## src/rtl/ifetch_ctrl.sv

```systemverilog
// ifetch_ctrl: instruction-fetch sequencer.
// Owns the fetch PC and drives a handshaked instruction-memory port.
// A one-entry output slot plus a one-entry skid buffer absorb decode
// backpressure. Branch/jump redirects flush everything fetched so far.
// Optional IFETCH_PERF_EN adds perf_fetched / perf_bubble counters.
module ifetch_ctrl #(
    parameter logic [31:0] RESET_PC = 32'h0000_3000
) (
    input  logic        clk,
    input  logic        rst,
    input  logic        redirect,
    input  logic [29:0] redirect_pc,
    input  logic        id_ready,
    output logic        imem_req,
    output logic [29:0] imem_addr,
    input  logic        imem_ack,
    input  logic [31:0] imem_rdata,
    output logic        if_valid,
    output logic [31:0] if_pc,
    output logic [31:0] if_instr
`ifdef IFETCH_PERF_EN
    ,
    output logic [31:0] perf_fetched,
    output logic [31:0] perf_bubble
`endif
);

    localparam int unsigned AW = 30;
    localparam int unsigned DW = 32;
    localparam logic [AW-1:0] RESET_WORD = RESET_PC[31:2];

    typedef enum logic [1:0] {
        IDLE = 2'd0,
        REQ  = 2'd1,
        HOLD = 2'd2,
        DROP = 2'd3
    } state_t;

    state_t          state;
    logic [AW-1:0]   pc;
    logic [AW-1:0]   tgt;
    logic            sk_valid;
    logic [AW-1:0]   sk_pc;
    logic [DW-1:0]   sk_instr;

    logic            ack_c;
    logic            consume_c;
    logic [AW-1:0]   pc_inc_c;

    // Handshake qualifiers: ack only counts while a request is up.
    assign ack_c     = imem_ack && imem_req;
    assign consume_c = if_valid && id_ready;
    assign pc_inc_c  = pc + AW'(1);

    // The request address is the PC register itself, so it is stable
    // for as long as the request is held.
    assign imem_addr = pc;

    // Fetch sequencer: state, PC, slot and skid registers.
    always_ff @(posedge clk or negedge rst) begin
        if (!rst) begin
            state    <= IDLE;
            imem_req <= 1'b0;
            pc       <= RESET_WORD;
            tgt      <= '0;
            if_valid <= 1'b0;
            if_pc    <= '0;
            if_instr <= '0;
            sk_valid <= 1'b0;
            sk_pc    <= '0;
            sk_instr <= '0;
        end else begin
            case (state)
                IDLE: begin
                    state    <= REQ;
                    imem_req <= 1'b1;
                    if (redirect) begin
                        pc <= redirect_pc;
                    end
                end

                REQ: begin
                    if (redirect) begin
                        if_valid <= 1'b0;
                        sk_valid <= 1'b0;
                        imem_req <= 1'b1;
                        if (ack_c) begin
                            // Response discarded; the new target is requested next.
                            pc    <= redirect_pc;
                            state <= REQ;
                        end else begin
                            // Request still in flight: keep its address, park the target.
                            tgt   <= redirect_pc;
                            state <= DROP;
                        end
                    end else if (ack_c) begin
                        pc <= pc_inc_c;
                        if (!if_valid || id_ready) begin
                            if_valid <= 1'b1;
                            if_pc    <= {pc, 2'b00};
                            if_instr <= imem_rdata;
                        end else begin
                            sk_valid <= 1'b1;
                            sk_pc    <= pc;
                            sk_instr <= imem_rdata;
                            state    <= HOLD;
                            imem_req <= 1'b0;
                        end
                    end else if (consume_c) begin
                        if_valid <= 1'b0;
                    end
                end

                HOLD: begin
                    if (redirect) begin
                        if_valid <= 1'b0;
                        sk_valid <= 1'b0;
                        pc       <= redirect_pc;
                        state    <= REQ;
                        imem_req <= 1'b1;
                    end else if (id_ready && sk_valid) begin
                        // Slot drains to decode and is refilled from the skid.
                        if_valid <= 1'b1;
                        if_pc    <= {sk_pc, 2'b00};
                        if_instr <= sk_instr;
                        sk_valid <= 1'b0;
                        state    <= REQ;
                        imem_req <= 1'b1;
                    end
                end

                DROP: begin
                    if_valid <= 1'b0;
                    if (redirect) begin
                        tgt <= redirect_pc;
                    end
                    if (ack_c) begin
                        pc    <= redirect ? redirect_pc : tgt;
                        state <= REQ;
                    end
                end

                default: begin
                    state    <= IDLE;
                    imem_req <= 1'b0;
                    if_valid <= 1'b0;
                    sk_valid <= 1'b0;
                end
            endcase
        end
    end

`ifdef IFETCH_PERF_EN
    // Performance counters: responses loaded, and empty-slot cycles after IDLE.
    always_ff @(posedge clk or negedge rst) begin
        if (!rst) begin
            perf_fetched <= '0;
            perf_bubble  <= '0;
        end else begin
            if ((state == REQ) && ack_c && !redirect) begin
                perf_fetched <= perf_fetched + 32'(1);
            end
            if ((state != IDLE) && !if_valid) begin
                perf_bubble <= perf_bubble + 32'(1);
            end
        end
    end
`endif

endmodule

```

## config.mk

```make
export PLATFORM = sky130hd
export DESIGN_NAME = ifetch_ctrl
export DESIGN_NICKNAME = d
export VERILOG_FILES = /design/src/rtl/ifetch_ctrl.sv
export SDC_FILE = /design/constraint.sdc
export NUM_CORES = 1
export LEC_CHECK = 0
export CORE_MARGIN = 5
export CORE_UTILIZATION = 41
export DETAILED_ROUTE_END_ITERATION = 8
export HOLD_SLACK_MARGIN = 0.12
export SLEW_MARGIN = 0
export SYNTH_ARGS = -nofsm -noshare
export SYNTH_HDL_FRONTEND = slang
export SYNTH_SLANG_ARGS = --single-unit
```

## constraint.sdc

```tcl
create_clock -name clk -period 2.8 [get_ports clk]
set_input_delay 0.56 -clock clk [delete_from_list [all_inputs] [get_ports clk]]
set_output_delay 0.56 -clock clk [all_outputs]
set_load 0.1 [all_outputs]
```

==> run summary <==
The flow ran to the end, and the final reports show no timing, DRC or antenna violations. The count of clock tree sinks is roughly 190. In this run the cell area of the synthesized design comes to 0.00913 sq mm. Yosys printed 0 warnings.

The cell with the most instances after synthesis is sky130_fd_sc_hd__nand2_1. TritonCTS built the clock tree. The detail route stage leaves a number of antenna-violating nets equal to 0. The horizontal extent of the die came out at between 150 and 200 um. At the end of routability-driven placement, the weighted congestion stood at about 0.81. The worst setup path category is reg -> reg. The category of cells accounting for the largest share of critical-path delay is simple AND/OR/NAND/NOR gates.

The starting utilization of the core area came out at 0.417. The capturing point of the worst reg2reg path is imem_addr[24]$_DFFE_PN0P_. The share of the Yosys chip area taken by registers is 0.518.

The total global routing track utilization came out at 0.191. The worst pin sits at a relative slew slack of 0.487. The proportion of layout cells with a drive suffix above 1 is 0.300. The cell count after synthesis is 875. The stage delay of the slowest cell on the critical path came out at approximately 0.6 ns. The initial antenna violation count came out at 3.

Dividing total power by cell area gives a power density of approximately 1000 mW/mm^2. STA classifies the critical path endpoint as a flop. The latest clock arrival within the worst-skew pair came out at 0.43 ns. Across the VDD grid, the largest voltage drop is 0.000761 V.

The y dimension of the die is around 160 um. The critical-path cell with the highest stage delay is sky130_fd_sc_hd__dfstp_2. The layout has ~2000 filler cells. In the synthesized netlist, the cells that appear most often are 217 x sky130_fd_sc_hd__nand2_1, 187 x sky130_fd_sc_hd__dfrtp_1, 135 x sky130_fd_sc_hd__mux2_2. The number of levels the H-tree was split into came out at 4. The clock-pin slew reported for the worst setup and hold paths after clock tree synthesis came out at 0.07 ns. The core region is ~0.022 sq mm. The biggest area consumer among synthesized cells is sky130_fd_sc_hd__dfrtp_1. The number of distinct library cells after synthesis is 60. The worst endpoint required time is about 3.1 ns. The quantity of gates resized following cts is 0. Setup repair after global routing left no endpoint under its margin. The via count of the first global-routing pass is between 7000 and 8000.

The tree is rooted in a sky130_fd_sc_hd__clkbuf_16. At the pin with the least slew margin, the transition time is approximately 0.77 ns. The length of the first detailed-routing pass in iterations is 5.

The total overflow reported by the global router is 0. The total power came out at between 10 and 15 mW. The HPWL after detailed placement is roughly 16 mm. The peak fanout along the critical path came out at 7.

The post-CTS setup repair buffer count came out at 0. The number of max-slew violations in the final report came to 0. The final-report hold violation count came out at 0. The path class of the tightest hold or removal check is in -> async. The aggregate negative setup slack is 0 ns.

The finished layout holds 1329 standard cells, fillers aside. The final count of negative-setup-slack endpoints came out at 0. The count of buffers from port buffering is 160.

Dividing the final minimum period by the clock period gives 0.787. The first global-routing pass estimated around 40 mm of wire. The number of vias in the routed layout came out at 7141.

The number of nets at the end of the flow came out at 1105. The number of buffers inserted by hold repair at cts came out at 0. The final critical delay including setup and external delays is 2.20 ns. Counting the buffers created by CTS gives 17.

Counting both buffers and inverters, the worst setup path holds a total of 0. The highest achievable clock rate is approximately 450 MHz. The floorplan step defined a die boundary enclosing 0.0254 sq mm. The fraction of met2 tracks used by global routing came out at 0.300.

Counting flops with an async set or reset pin after synthesis yields a share of 1.00. After synthesis, the mean cell area works out to around 10 sq um. Walking the worst path, the cells encountered are nand4_2, nor4_4, nand4_1, a21o_1, a221o_1. The routed design has approximately 24 mm of wire. The area fraction of the dominant cell type after synthesis came out at 0.512.

The longest clock path from root to sink contains 2 buffers. The maximum number of pins on one net before global-route repair came out at 86. The static leakage power is between 5 and 6 nW.

The met1 global-route usage came out at 0.265. The multi-input logic area is ~0.0042 sq mm. The data arrival at the endpoint of the critical path is around 2.5 ns. The sequential cells in the finished layout cover a total of 0.00473 sq mm.

The startpoint identified for the worst register-to-register timing path is imem_addr[10]$_DFFE_PN1P_. Across the routed clock network, the largest skew measured is 0.0139 ns. Using the TritonRoute via totals, the vias-per-cell ratio works out to 5.37. Yosys attributes the largest share of cell area to sky130_fd_sc_hd__dfrtp_1 51%, sky130_fd_sc_hd__mux2_2 17%, sky130_fd_sc_hd__nand2_1 8.9%. The number of placement rows came out at between 50 and 60. The final antenna diode count came out at 0.

The count of maximum capacitance violations came out at 0. The layout overhead on the synthesized area came out at 27.1%. The reg-to-reg setup timing slack came out at ~0.60 ns. The average wire per standard cell is between 15 and 20 um.

The number of DRC violations after detailed routing came out at 0. The worst setup path is launched from a flop. The most used flip-flop cell after synthesis is sky130_fd_sc_hd__dfrtp_1.

The starting DRC count in detailed routing came out at 420. For this run, global-route usage on met3 was measured as 0.0554. The placed instance count is 1298. After global routing, the most crowded layer is met2. The count of pins on the block boundary is 163. The critical path runs through a total of 5 cells. In this run, synthesis produced a sequential element count of roughly 190. In this run, synthesis inferred 0 flip-flops with an integrated enable.

The number of cells on the worst reg-to-reg path is 5.
[report_power, final]
group	leakage (nW)	switching, mW	internal, mW	total, mW
Clock	0.274	1.08	1.34	2.42
Sequential	2.33	0.544	3.48	4.02
Combinational	2.69	3.99	1.31	5.31
Total	5.29	5.62	6.14	11.8
[worst max-delay path by stage]
stage,startpoint,to,slack [ns]
2_1_floorplan,imem_addr[8]$_DFFE_PN0P_,imem_addr[22]$_DFFE_PN0P_,0.1
3_5_place_dp,imem_ack,sk_pc[25]$_DFFE_PN0P_,0.24
4_1_cts,imem_addr[10]$_DFFE_PN1P_,imem_addr[24]$_DFFE_PN0P_,0.57
3_3_place_gp,redirect,sk_pc[7]$_DFFE_PN0P_,0.29
5_1_grt,imem_addr[10]$_DFFE_PN1P_,imem_addr[24]$_DFFE_PN0P_,0.47
6_report,imem_addr[10]$_DFFE_PN1P_,imem_addr[24]$_DFFE_PN0P_,0.60
[metal layers]
metal	up-vias	wire length [um]
met5	-	45
met4	6	195
met3	21	1370
met2	161	11200
met1	3577	11400
li1	3376	-
[placed cells by master, fill, tap and decap left out, types with 6 or more instances in the layout]
| master | n |
|---|---|
| sky130_fd_sc_hd__clkbuf_16 | 17 |
| sky130_fd_sc_hd__nand3_1 | 20 |
| sky130_fd_sc_hd__and3_1 | 11 |
| sky130_fd_sc_hd__nor2_1 | 27 |
| sky130_fd_sc_hd__a21oi_1 | 21 |
| sky130_fd_sc_hd__xor2_1 | 11 |
| sky130_fd_sc_hd__dfrtp_1 | 187 |
| sky130_fd_sc_hd__nor3_1 | 8 |
| sky130_fd_sc_hd__mux2_2 | 135 |
| sky130_fd_sc_hd__a22o_1 | 6 |
| sky130_fd_sc_hd__mux2_1 | 16 |
| sky130_fd_sc_hd__o21ai_1 | 7 |
| sky130_fd_sc_hd__a221oi_1 | 12 |
| sky130_fd_sc_hd__buf_12 | 7 |
| sky130_fd_sc_hd__o21ai_0 | 43 |
| sky130_fd_sc_hd__clkdlybuf4s50_1 | 65 |
| sky130_fd_sc_hd__nand2_1 | 217 |
| sky130_fd_sc_hd__inv_1 | 8 |
| sky130_fd_sc_hd__nand4_1 | 9 |
| sky130_fd_sc_hd__buf_4 | 127 |
[area by class of cell]
type,instances,area share
clock buffers,19,0.0382
clock inverters,12,0.0119
inverters,9,0.00291
multi-input cells,620,0.358
flip-flops and latches,189,0.408
well taps,280,0.0302
repair buffers,200,0.151
[per-stage QoR]
stage	hold slack [ns]	setup WS [ns]	cell area, sq um	utilization
floorplan	0.264	0.0955	9140	-
finish	0.167	0.598	11600	0.530
global route	0.257	0.470	11600	0.530
detailed placement	0.457	0.239	11000	0.504
CTS	0.224	0.570	11600	0.530
global placement	0.452	0.290	11000	0.504
[cell families (layout without fill, tap and decap cells)]
family,after synthesis,count (layout),synth area share
adders and majority gates,1,1,0.00137
AOI/OAI and AO/OA,132,132,0.0944
other,1,2,0.000411
xor gates and xnor gates,13,13,0.0125
DFF,189,189,0.518
buffers and inverters,67,240,0.0305
muxes,153,153,0.188
and+or+nand+nor,319,319,0.154
[registers in the layout, summed over array words and instances (netlist names)]
register and flops:
sk_valid 1, if_valid 1, imem_addr 30, state 2
sk_instr 32, imem_req 1, tgt 30, if_pc 30
if_instr 32, sk_pc 30
Note: power is estimated with default switching activity, not from simulation.
